<file path="src/rtl/uart_tx_arbiter_if.sv">
// rtl/uart_tx_arbiter_if.sv - requester and uart_tx handshake bundle for uart_tx_arbiter
interface uart_tx_arbiter_if #(
  parameter int NUM_REQ = 4
);
  logic [NUM_REQ-1:0]    req;
  logic [32*NUM_REQ-1:0] req_data;
  logic [2*NUM_REQ-1:0]  req_len;
  logic [NUM_REQ-1:0]    gnt;
  logic [NUM_REQ-1:0]    done;
  logic                  busy;
  logic                  tx_enable;
  logic                  tx_load;
  logic [31:0]           tx_data;
  logic                  tx_comp;
  logic                  err;

  modport slave (
    input  req, req_data, req_len, tx_comp,
    output gnt, done, busy, tx_enable, tx_load, tx_data, err
  );

  modport master (
    output req, req_data, req_len, tx_comp,
    input  gnt, done, busy, tx_enable, tx_load, tx_data, err
  );
endinterface

</file>
<file path="src/rtl/uart_tx_arbiter.sv">
// rtl/uart_tx_arbiter.sv - round-robin sharing of one uart_tx among NUM_REQ word senders
// Optional per-byte watchdog: define UART_TX_ARB_TIMEOUT_EN.
module uart_tx_arbiter #(
  parameter int NUM_REQ  = 4,
  parameter int BAUD_DIV = 868,
  parameter int TIMEOUT  = 16
) (
  input  logic            clk,
  input  logic            reset,
  uart_tx_arbiter_if.slave bus
);
  localparam int CW = (BAUD_DIV > 1) ? $clog2(BAUD_DIV) : 1;
  localparam int GW = (NUM_REQ > 1) ? $clog2(NUM_REQ) : 1;

  if (NUM_REQ < 2 || NUM_REQ > 8 || BAUD_DIV < 2 || TIMEOUT < 1) begin : g_bad_param
    $error("uart_tx_arbiter: parameter out of range");
  end

  typedef enum logic [1:0] {IDLE, LOAD, WAIT, DONE} state_t;

  state_t             state;
  logic [CW-1:0]      baud_cnt;
  logic               tick;
  logic               comp_q;
  logic               comp_rise;
  logic [GW-1:0]      rr_ptr;
  logic [GW-1:0]      g_idx;
  logic [31:0]        shift_reg;
  logic [1:0]         bytes_left;
  logic [NUM_REQ-1:0] gnt_r;
  logic [NUM_REQ-1:0] done_r;
  logic               tx_load_r;
  logic [31:0]        tx_data_r;
  logic               pick_valid;
  logic [GW-1:0]      pick_idx;

  assign tick          = (baud_cnt == CW'(BAUD_DIV - 1));
  assign comp_rise     = bus.tx_comp & ~comp_q;
  assign bus.tx_enable = tick;
  assign bus.busy      = (state != IDLE);
  assign bus.gnt       = gnt_r;
  assign bus.done      = done_r;
  assign bus.tx_load   = tx_load_r;
  assign bus.tx_data   = tx_data_r;

  always_ff @(posedge clk or posedge reset) begin
    if (reset) begin
      baud_cnt <= '0;
      comp_q   <= 1'b0;
    end else begin
      baud_cnt <= tick ? '0 : baud_cnt + 1'b1;
      comp_q   <= bus.tx_comp;
    end
  end

  // First requester after the last winner, wrapping, so the last winner is lowest priority.
  always_comb begin
    pick_valid = 1'b0;
    pick_idx   = '0;
    for (int k = 1; k <= NUM_REQ; k++) begin
      if (!pick_valid && bus.req[(int'(rr_ptr) + k) % NUM_REQ]) begin
        pick_valid = 1'b1;
        pick_idx   = GW'((int'(rr_ptr) + k) % NUM_REQ);
      end
    end
  end

`ifdef UART_TX_ARB_TIMEOUT_EN
  localparam int TW = $clog2(TIMEOUT + 1);
  logic [TW-1:0] tick_cnt;
  logic          err_r;
  assign bus.err = err_r;
`else
  assign bus.err = 1'b0;
`endif

  always_ff @(posedge clk or posedge reset) begin
    if (reset) begin
      state      <= IDLE;
      gnt_r      <= '0;
      done_r     <= '0;
      tx_load_r  <= 1'b0;
      tx_data_r  <= '0;
      shift_reg  <= '0;
      bytes_left <= '0;
      rr_ptr     <= GW'(NUM_REQ - 1);
      g_idx      <= '0;
`ifdef UART_TX_ARB_TIMEOUT_EN
      tick_cnt   <= '0;
      err_r      <= 1'b0;
`endif
    end else begin
      done_r <= '0;
`ifdef UART_TX_ARB_TIMEOUT_EN
      err_r  <= 1'b0;
`endif
      case (state)
        IDLE: begin
          if (pick_valid) begin
            g_idx      <= pick_idx;
            gnt_r      <= NUM_REQ'(1) << pick_idx;
            shift_reg  <= bus.req_data[32*int'(pick_idx) +: 32];
            bytes_left <= bus.req_len[2*int'(pick_idx) +: 2];
            tx_load_r  <= 1'b1;
            tx_data_r  <= {24'b0, bus.req_data[32*int'(pick_idx) +: 8]};
            state      <= LOAD;
          end
        end
        LOAD: begin
          // uart_tx only samples load on a baud tick
          if (tick) begin
            tx_load_r <= 1'b0;
            state     <= WAIT;
`ifdef UART_TX_ARB_TIMEOUT_EN
            tick_cnt  <= '0;
`endif
          end
        end
        WAIT: begin
          if (comp_rise) begin
            if (bytes_left == 2'd0) begin
              done_r <= gnt_r;
              state  <= DONE;
            end else begin
              shift_reg  <= shift_reg >> 8;
              bytes_left <= bytes_left - 2'd1;
              tx_load_r  <= 1'b1;
              tx_data_r  <= {24'b0, shift_reg[15:8]};
              state      <= LOAD;
            end
          end
`ifdef UART_TX_ARB_TIMEOUT_EN
          else if (tick) begin
            if (tick_cnt == TW'(TIMEOUT - 1)) begin
              err_r  <= 1'b1;
              done_r <= gnt_r;
              state  <= DONE;
            end else begin
              tick_cnt <= tick_cnt + 1'b1;
            end
          end
`endif
        end
        DONE: begin
          gnt_r  <= '0;
          rr_ptr <= g_idx;
          state  <= IDLE;
        end
        default: state <= IDLE;
      endcase
    end
  end
endmodule

</file>
<file path="src/flat_wrapper.sv">
// flat-port wrapper written by rule: the top's interface ports become plain ports
module uart_tx_arbiter_flat 
#(
  parameter int NUM_REQ  = 4,
  parameter int BAUD_DIV = 868,
  parameter int TIMEOUT  = 16
)
  (clk, reset, bus_req, bus_req_data, bus_req_len, bus_tx_comp, bus_gnt, bus_done, bus_busy, bus_tx_enable, bus_tx_load, bus_tx_data, bus_err);
  uart_tx_arbiter_if #(.NUM_REQ(NUM_REQ)) bus_i ();
  input  logic clk;
  input  logic reset;
  input wire logic [$bits(bus_i.req)-1:0] bus_req;
  input wire logic [$bits(bus_i.req_data)-1:0] bus_req_data;
  input wire logic [$bits(bus_i.req_len)-1:0] bus_req_len;
  input wire logic [$bits(bus_i.tx_comp)-1:0] bus_tx_comp;
  output wire logic [$bits(bus_i.gnt)-1:0] bus_gnt;
  output wire logic [$bits(bus_i.done)-1:0] bus_done;
  output wire logic [$bits(bus_i.busy)-1:0] bus_busy;
  output wire logic [$bits(bus_i.tx_enable)-1:0] bus_tx_enable;
  output wire logic [$bits(bus_i.tx_load)-1:0] bus_tx_load;
  output wire logic [$bits(bus_i.tx_data)-1:0] bus_tx_data;
  output wire logic [$bits(bus_i.err)-1:0] bus_err;
  assign bus_i.req = bus_req;
  assign bus_i.req_data = bus_req_data;
  assign bus_i.req_len = bus_req_len;
  assign bus_i.tx_comp = bus_tx_comp;
  assign bus_gnt = bus_i.gnt;
  assign bus_done = bus_i.done;
  assign bus_busy = bus_i.busy;
  assign bus_tx_enable = bus_i.tx_enable;
  assign bus_tx_load = bus_i.tx_load;
  assign bus_tx_data = bus_i.tx_data;
  assign bus_err = bus_i.err;
  uart_tx_arbiter #(.NUM_REQ(NUM_REQ), .BAUD_DIV(BAUD_DIV), .TIMEOUT(TIMEOUT)) u_core (.clk(clk), .reset(reset), .bus(bus_i));
endmodule
</file>
<file path="config.mk">
export PLATFORM = sky130hd
export DESIGN_NAME = uart_tx_arbiter_flat
export DESIGN_NICKNAME = d
export VERILOG_FILES = /design/src/rtl/uart_tx_arbiter_if.sv /design/src/rtl/uart_tx_arbiter.sv /design/src/flat_wrapper.sv
export SDC_FILE = /design/constraint.sdc
export NUM_CORES = 1
export LEC_CHECK = 0
export ABC_AREA = 1
export CORE_MARGIN = 1.5
export CORE_UTILIZATION = 30
export CTS_BUF_LIST = sky130_fd_sc_hd__clkbuf_4
export CTS_CLUSTER_DIAMETER = 150
export DETAILED_ROUTE_END_ITERATION = 10
export PLACE_DENSITY = 0.63
export SLEW_MARGIN = 10
export SYNTH_ARGS = -nofsm -noshare
export SYNTH_HDL_FRONTEND = slang
export SYNTH_SLANG_ARGS = --single-unit
</file>
<file path="constraint.sdc">
create_clock -name clk -period 2.38 [get_ports clk]
set_clock_uncertainty 0.2 [all_clocks]
set_input_delay 0.476 -clock clk [delete_from_list [all_inputs] [get_ports clk]]
set_output_delay 0.476 -clock clk [all_outputs]
set_load 0.005 [all_outputs]
</file>
After elaboration in Yosys (flattened, before gate mapping):

Cells that the tools add are included.

* bits of input ports: 143
* word-level logic and storage cells: 108
* output and inout port bits: 44
* register bits after elaboration: 92

* magnitude comparators: 4
* eq/ne operators: 8
* reductions and logical operators: 21
* add/sub/neg operators: 6
* shift-type cells: 4
* bitwise gates (word level): 6
* mux-type cells: 48

Operator list (number)
* 32-bit two-way mux: 6
* 32-bit one-hot mux with 2 select lines: 2
* 128-bit by 8-bit variable part select with 32-bit output: 1
* 128-bit by 8-bit variable part select with 8-bit output: 1
* 2-bit two-way mux: 11
* 3-bit by 4-bit less-than comparator with 1-bit output (second input constant): 4
* 1-bit two-way mux: 16
* 4-bit two-way mux: 4
* 10-bit by 1-bit adder with 10-bit output (second input constant): 1
* 10-bit == test (second input constant): 1
* 10-bit two-way mux: 1
* 1-bit binary-select mux with 2-bit select: 4
* 2-bit one-hot mux with 4 select lines: 1
* 4-bit one-hot mux with 2 select lines: 1
* 2-bit OR reduction: 4
* 8-bit by 4-bit variable part select with 2-bit output: 1
* 2-bit by 1-bit != test with 1-bit output (second input constant): 3
* 2-bit nonzero test: 3
* 5-bit AND reduction: 1
* 2-bit by 1-bit adder with 2-bit output (second input constant): 2
* 2-bit adder (second input constant): 2
* 1-bit AND (first input constant): 4
* 2-bit == test (second input constant): 2
* 2-bit zero test: 2
* other kinds (14): 19

Depth between registers and ports, before layout:

* depth after elaboration: 19
* mapped depth: 18

Least setup slack after synthesis:

No wires, ideal clock.

* path kind: register -> register
* from: reg u_core.rr_ptr[0]
* to: reg u_core.bytes_left[1]
* slack: 0.195 ns
* data required time: 2.064 ns
* stages on the path, launching flop included: 19
* path buffers: 3
* data arrival time: 1.869 ns
* cells stage by stage: dfstp_2 buf_2 nand2_1 nand2_1 nand2_2 nand2_2 nand2_1 nand2_1 nand2_1 nand3_4 inv_2 buf_6 buf_6 nand2_1 nand2_1 nand2_1 nand3_1 nand2_1 nand2_1

* longest elaborated chain between the ends: 17
* elaborated cells on any way between the ends: 35
* those cells by class: add/sub (4); eq/ne (1); shift (1); mux (22); reduce/logical (7)

Ends and longest elaborated chain
* start, declared: RTL line uart_tx_arbiter.sv:26 `logic [GW-1:0] rr_ptr;`
* start signal, assigned: RTL line uart_tx_arbiter.sv:86 `rr_ptr <= GW'(NUM_REQ - 1);`
* start signal, assigned: RTL line uart_tx_arbiter.sv:146 `rr_ptr <= g_idx;`
* 2-bit by 1-bit adder with 2-bit output: RTL line uart_tx_arbiter.sv:61, uart_tx_arbiter.sv:63
* 1-bit binary-select mux with 2-bit select: RTL line uart_tx_arbiter.sv:61 `if (!pick_valid && bus.req[(int'(rr_ptr) + k) % NUM_REQ]) begin`
* 1-bit two-way mux (not written as such) (2 in series): RTL line uart_tx_arbiter.sv:61
* 1-bit two-way mux: RTL line uart_tx_arbiter.sv:61
* 1-bit zero test: RTL line uart_tx_arbiter.sv:61
* 1-bit logical AND: RTL line uart_tx_arbiter.sv:61
* 1-bit two-way mux: RTL line uart_tx_arbiter.sv:61
* 1-bit zero test: RTL line uart_tx_arbiter.sv:61
* 1-bit logical AND: RTL line uart_tx_arbiter.sv:61
* 1-bit two-way mux: RTL line uart_tx_arbiter.sv:61
* 1-bit zero test: RTL line uart_tx_arbiter.sv:61
* 1-bit logical AND: RTL line uart_tx_arbiter.sv:61
* 2-bit two-way mux: RTL line uart_tx_arbiter.sv:61
* 8-bit by 4-bit variable part select with 2-bit output: RTL line uart_tx_arbiter.sv:103 `bytes_left <= bus.req_len[2*int'(pick_idx) +: 2];`
* 2-bit two-way mux: RTL line uart_tx_arbiter.sv:99 `if (pick_valid) begin`
* 2-bit one-hot mux with 2 select lines: RTL line uart_tx_arbiter.sv:97 `case (state)`
* end signal, assigned: RTL line uart_tx_arbiter.sv:103
* end signal, assigned: RTL line uart_tx_arbiter.sv:126 `bytes_left <= bytes_left - 2'd1;`
* end, declared: RTL line uart_tx_arbiter.sv:29 `logic [1:0] bytes_left;`

Parallel ways exist; a longest one is shown, timed or not. The select of a mux whose other input is x is not followed.
A chain may end at the register's enable or synchronous reset.

Final worst setup path:

Same ends and word-level chain as after synthesis.

==> results by group <==
Yosys
  – Post-Synth XOR/XNOR Area: 0.3947%
  – Proportion of synthesized area in mux cells: 0%
  – Synth Register Bits: 60
  – Syn avg cell area: 6.005 µm²
  – Yosys cell types: 31
  – Post-Synth Simple-Gate Area: 49.96%
  – Adder-cell share of the synthesized area: 0.5639%
  – Fraction of registers with async set/reset: 100.0%
  – Number of flops mapped to enable cells by yosys: 0
  – Mapped cell area: 0.004438 mm²
  – Largest family of logic cells by synthesized area: simple AND/OR/NAND/NOR gates
  – Post-Synthesis Cells: 739
  – Seq/Total Area, Yosys: 33.89%
  – Main synth FF type: dfrtp_1
  – Compound-Gate Fraction of Synth Area: 2.143%
  – Synthesis Warnings: 0

Layout
  – Commonest cells after routing, fill and taps aside: nand2_1, clkdlybuf4s50_1, nor2_1
  – Net count, final: 1064
  – Area grow syn2layout: 55.00%
  – Max reg flops: 32
  – Share of cells above drive strength 1: 15.48%
  – Post-Layout Cell Count: 1109
  – Commonest non-fill, non-tap cell in the layout: nand2_1
  – Post-route cell area: 0.006879 mm²
  – Finished Core Util: 47.51%

Worst setup path
  – R2r worst-path depth: 17
  – Critical path peak fanout: 21
  – CP Class: flop to flop
  – Reg2reg start: u_core.rr_ptr[0]
  – Crit path arrival time: 2.46 ns
  – Crit path largest cell delay: 0.60 ns
  – Crit path max-delay family: simple AND/OR/NAND/NOR gates
  – Slowest-stage cell, CP: dfstp_2
  – Startpoint types: flop
  – R2r endpoint: u_core.bytes_left[1]
  – Critical Path RT: 2.49 ns
  – Bufs and invs on worst path: 3
  – CP Capture Type: flop
  – CP dominant cell by count: nand2_1
  – Worst path cell trace: buf_6 > nand2_1 > nand2_2 > nand2_2 > nand2_4 > nand2_2 > nand2_2 > nand2_2 > nand3_4 > inv_6 > buf_12 > nand2_1 > nand2_1 > nand2_1 > nand3_2 > nand2_1 > nand2_1
  – Flop-to-flop setup slack: 0.03 ns

Floorplan
  – Die span in x: 124.6 µm
  – Die area: 0.01553 mm²
  – CORE AREA: 0.01448 mm²
  – Initial Util: 30.65%
  – Die height: 124.6 µm
  – I/O pin count: 187
  – FP Rows: 44

Place
  – Worst slack, placed: -0.3165 ns
  – Post-DP Area: 0.006335 mm²
  – HPWL after DPL: 9.579 mm
  – Placed Cells incl. Taps: 1079
  – Placer Congestion: 0.7969
  – # port buffers: 161

Clock network
  – CTS clk-pin slew, worst paths: 0.11 ns
  – CTS sink cnt: 60
  – TritonCTS clock tree: done
  – Skew-Pair Late Insertion Delay: 0.42 ns
  – Root Buffer: clkbuf_4
  – CTS Buf Count: 9
  – Post-CTS Hold Buffers: 0
  – CTS Buffer Depth: 2
  – CTS H-tree lvls: 3

STA
  – Unrepaired setup endpoints after global routing: true
  – Final Setup Violations: 0
  – PnR worst setup slack: 0.03486 ns
  – Slew Limit Fails: 0
  – Final hold viol count: 0
  – Maximum clock rate: 426.4 MHz
  – Fin crit period: 2.345 ns
  – Period Utilization, post-route: 98.54%

Pwr
  – Pwr Total: 2.435 mW
  – Net Sw Frac: 29.67%
  – Reg power frac: 41.9%
  – Clock share of power: 29.6%
  – Logic pwr share: 28.6%
  – P_int: 1.713 mW
  – Psw: 0.7225 mW
  – P_leak: 3.729 nW
  – Pwr dens: 354.0 mW/mm²
  – Peak VDD IR: 0.1559 mV

Global routing
  – Vias in the first global route: 4519
  – Global Route Usage Sum: 17.01%
  – Largest net degree at the start of global routing: 61
  – First-pass GRT wire length: 21.60 mm
  – Number of antenna violations at the first check in global routing: 1
  – Grt total ovfl: 0

Routing
  – Vias per cell: 4.426
  – Detailed Route Iter0 Violations: 279
  – Pre-Repair DR Iteration Count: 4
  – Antenna-violating nets left: 0
  – DR WL/cell: 12.71 µm
  – WL final: 14.09 mm
  – Drc violations: 0
  – DR vias: 4908

Outcome
  – Status: finished, final reports clean

Worst hold path
  – Worst min path class: input port to asynchronous set/reset pin

Run
  – Max Cap Viol: 0
power by group through the flow:
stage               clock network, mW  registers [mW]  logic (mW)
floorplan                           0            1.04       0.326
global placement                    0            1.04       0.638
detailed placement                  0            1.04       0.639
CTS                             0.745            1.02       0.642
global route                    0.795            1.02       0.773
finish                          0.720            1.02       0.695
worst reg2reg max path, cell delays in order (launching register included):
cell and delay (ns):
dfstp_2 0.60, buf_6 0.15, nand2_1 0.06, nand2_2 0.09, nand2_2 0.08, nand2_4 0.07
nand2_2 0.07, nand2_2 0.07, nand2_2 0.06, nand3_4 0.15, inv_6 0.08, buf_12 0.16
nand2_1 0.07, nand2_1 0.05, nand2_1 0.06, nand3_2 0.10, nand2_1 0.09, nand2_1 0.05
worst max path at each step:
stage                           from              endpoint  slack [ns]  cells after the start
floorplan           u_core.rr_ptr[0]  u_core.bytes_left[1]        0.20                     18
detailed placement        bus_req[3]  u_core.bytes_left[1]       -0.32                     18
CTS                 u_core.rr_ptr[0]  u_core.bytes_left[1]       0.003                     16
finish              u_core.rr_ptr[0]  u_core.bytes_left[1]        0.03                     17
global placement          bus_req[2]  u_core.bytes_left[1]       -0.31                     18
global route        u_core.rr_ptr[0]  u_core.shift_reg[22]       -0.09                     17
Yosys cell counts (2+ instances only):
| cell type | count | share of area [%] |
|---|---|---|
| buf_4 | 36 | 6.1 |
| inv_2 | 5 | 0.42 |
| a21oi_1 | 5 | 0.56 |
| clkbuf_1 | 12 | 1.0 |
| o21ai_0 | 6 | 0.68 |
| xor2_1 | 2 | 0.39 |
| buf_2 | 13 | 1.5 |
| buf_6 | 4 | 1.0 |
| nor3b_1 | 2 | 0.34 |
| nor2_1 | 67 | 5.7 |
| nand2_2 | 2 | 0.28 |
| nand2_1 | 403 | 34 |
| nor3_1 | 9 | 1.0 |
| ha_1 | 2 | 0.56 |
| inv_1 | 33 | 2.8 |
| dfstp_2 | 2 | 1.2 |
| nand4_1 | 3 | 0.42 |
| dfrtp_1 | 58 | 33 |
| nand3_1 | 62 | 7.0 |
| clkinv_1 | 2 | 0.17 |
layer usage:
metal	up-vias	GRT usage, %	part of all wire [%]
met5	-	0	0
met4	0	4.462	1.2
met3	15	3.608	5.5
met2	140	26.89	46
met1	2185	23.57	47
li1	2568	-	-
repair_timing:
item | in CTS | in global routing
cloned | 0 | 6
pin swaps | 0 | 16
resized for setup | 7 | 71
setup buffers | 0 | 7
endpoints found under the setup margin | 2 | 40
cells by family after synthesis:
kind of cell,Yosys count
xor+xnor,2
other cells,1
simple gates,553
compound gates,16
fa+ha+maj,2
flops,60
buf+inv,105
final cells by class:
class	count	area (µm²)
antenna	1	2.502
multi-input combinational	598	2666
tap	184	230.2
sequential	60	1504
inverter	40	157.7
clock inverter	7	67.56
clock buffer	9	67.56
timing repair buffer	210	2183
fill	1551	7600
per-stage QoR:
| stage | TNS, ns | hold slack (ns) |
|---|---|---|
| after floorplan | 0 | 0.2329 |
| after CTS | 0 | 0.2196 |
| after global placement | -9.438 | 0.2620 |
| final | 0 | 0.2480 |
| after detailed placement | -9.886 | 0.2651 |
| after global routing | -1.973 | 0.2292 |
Power figures use the tool's default switching activity.
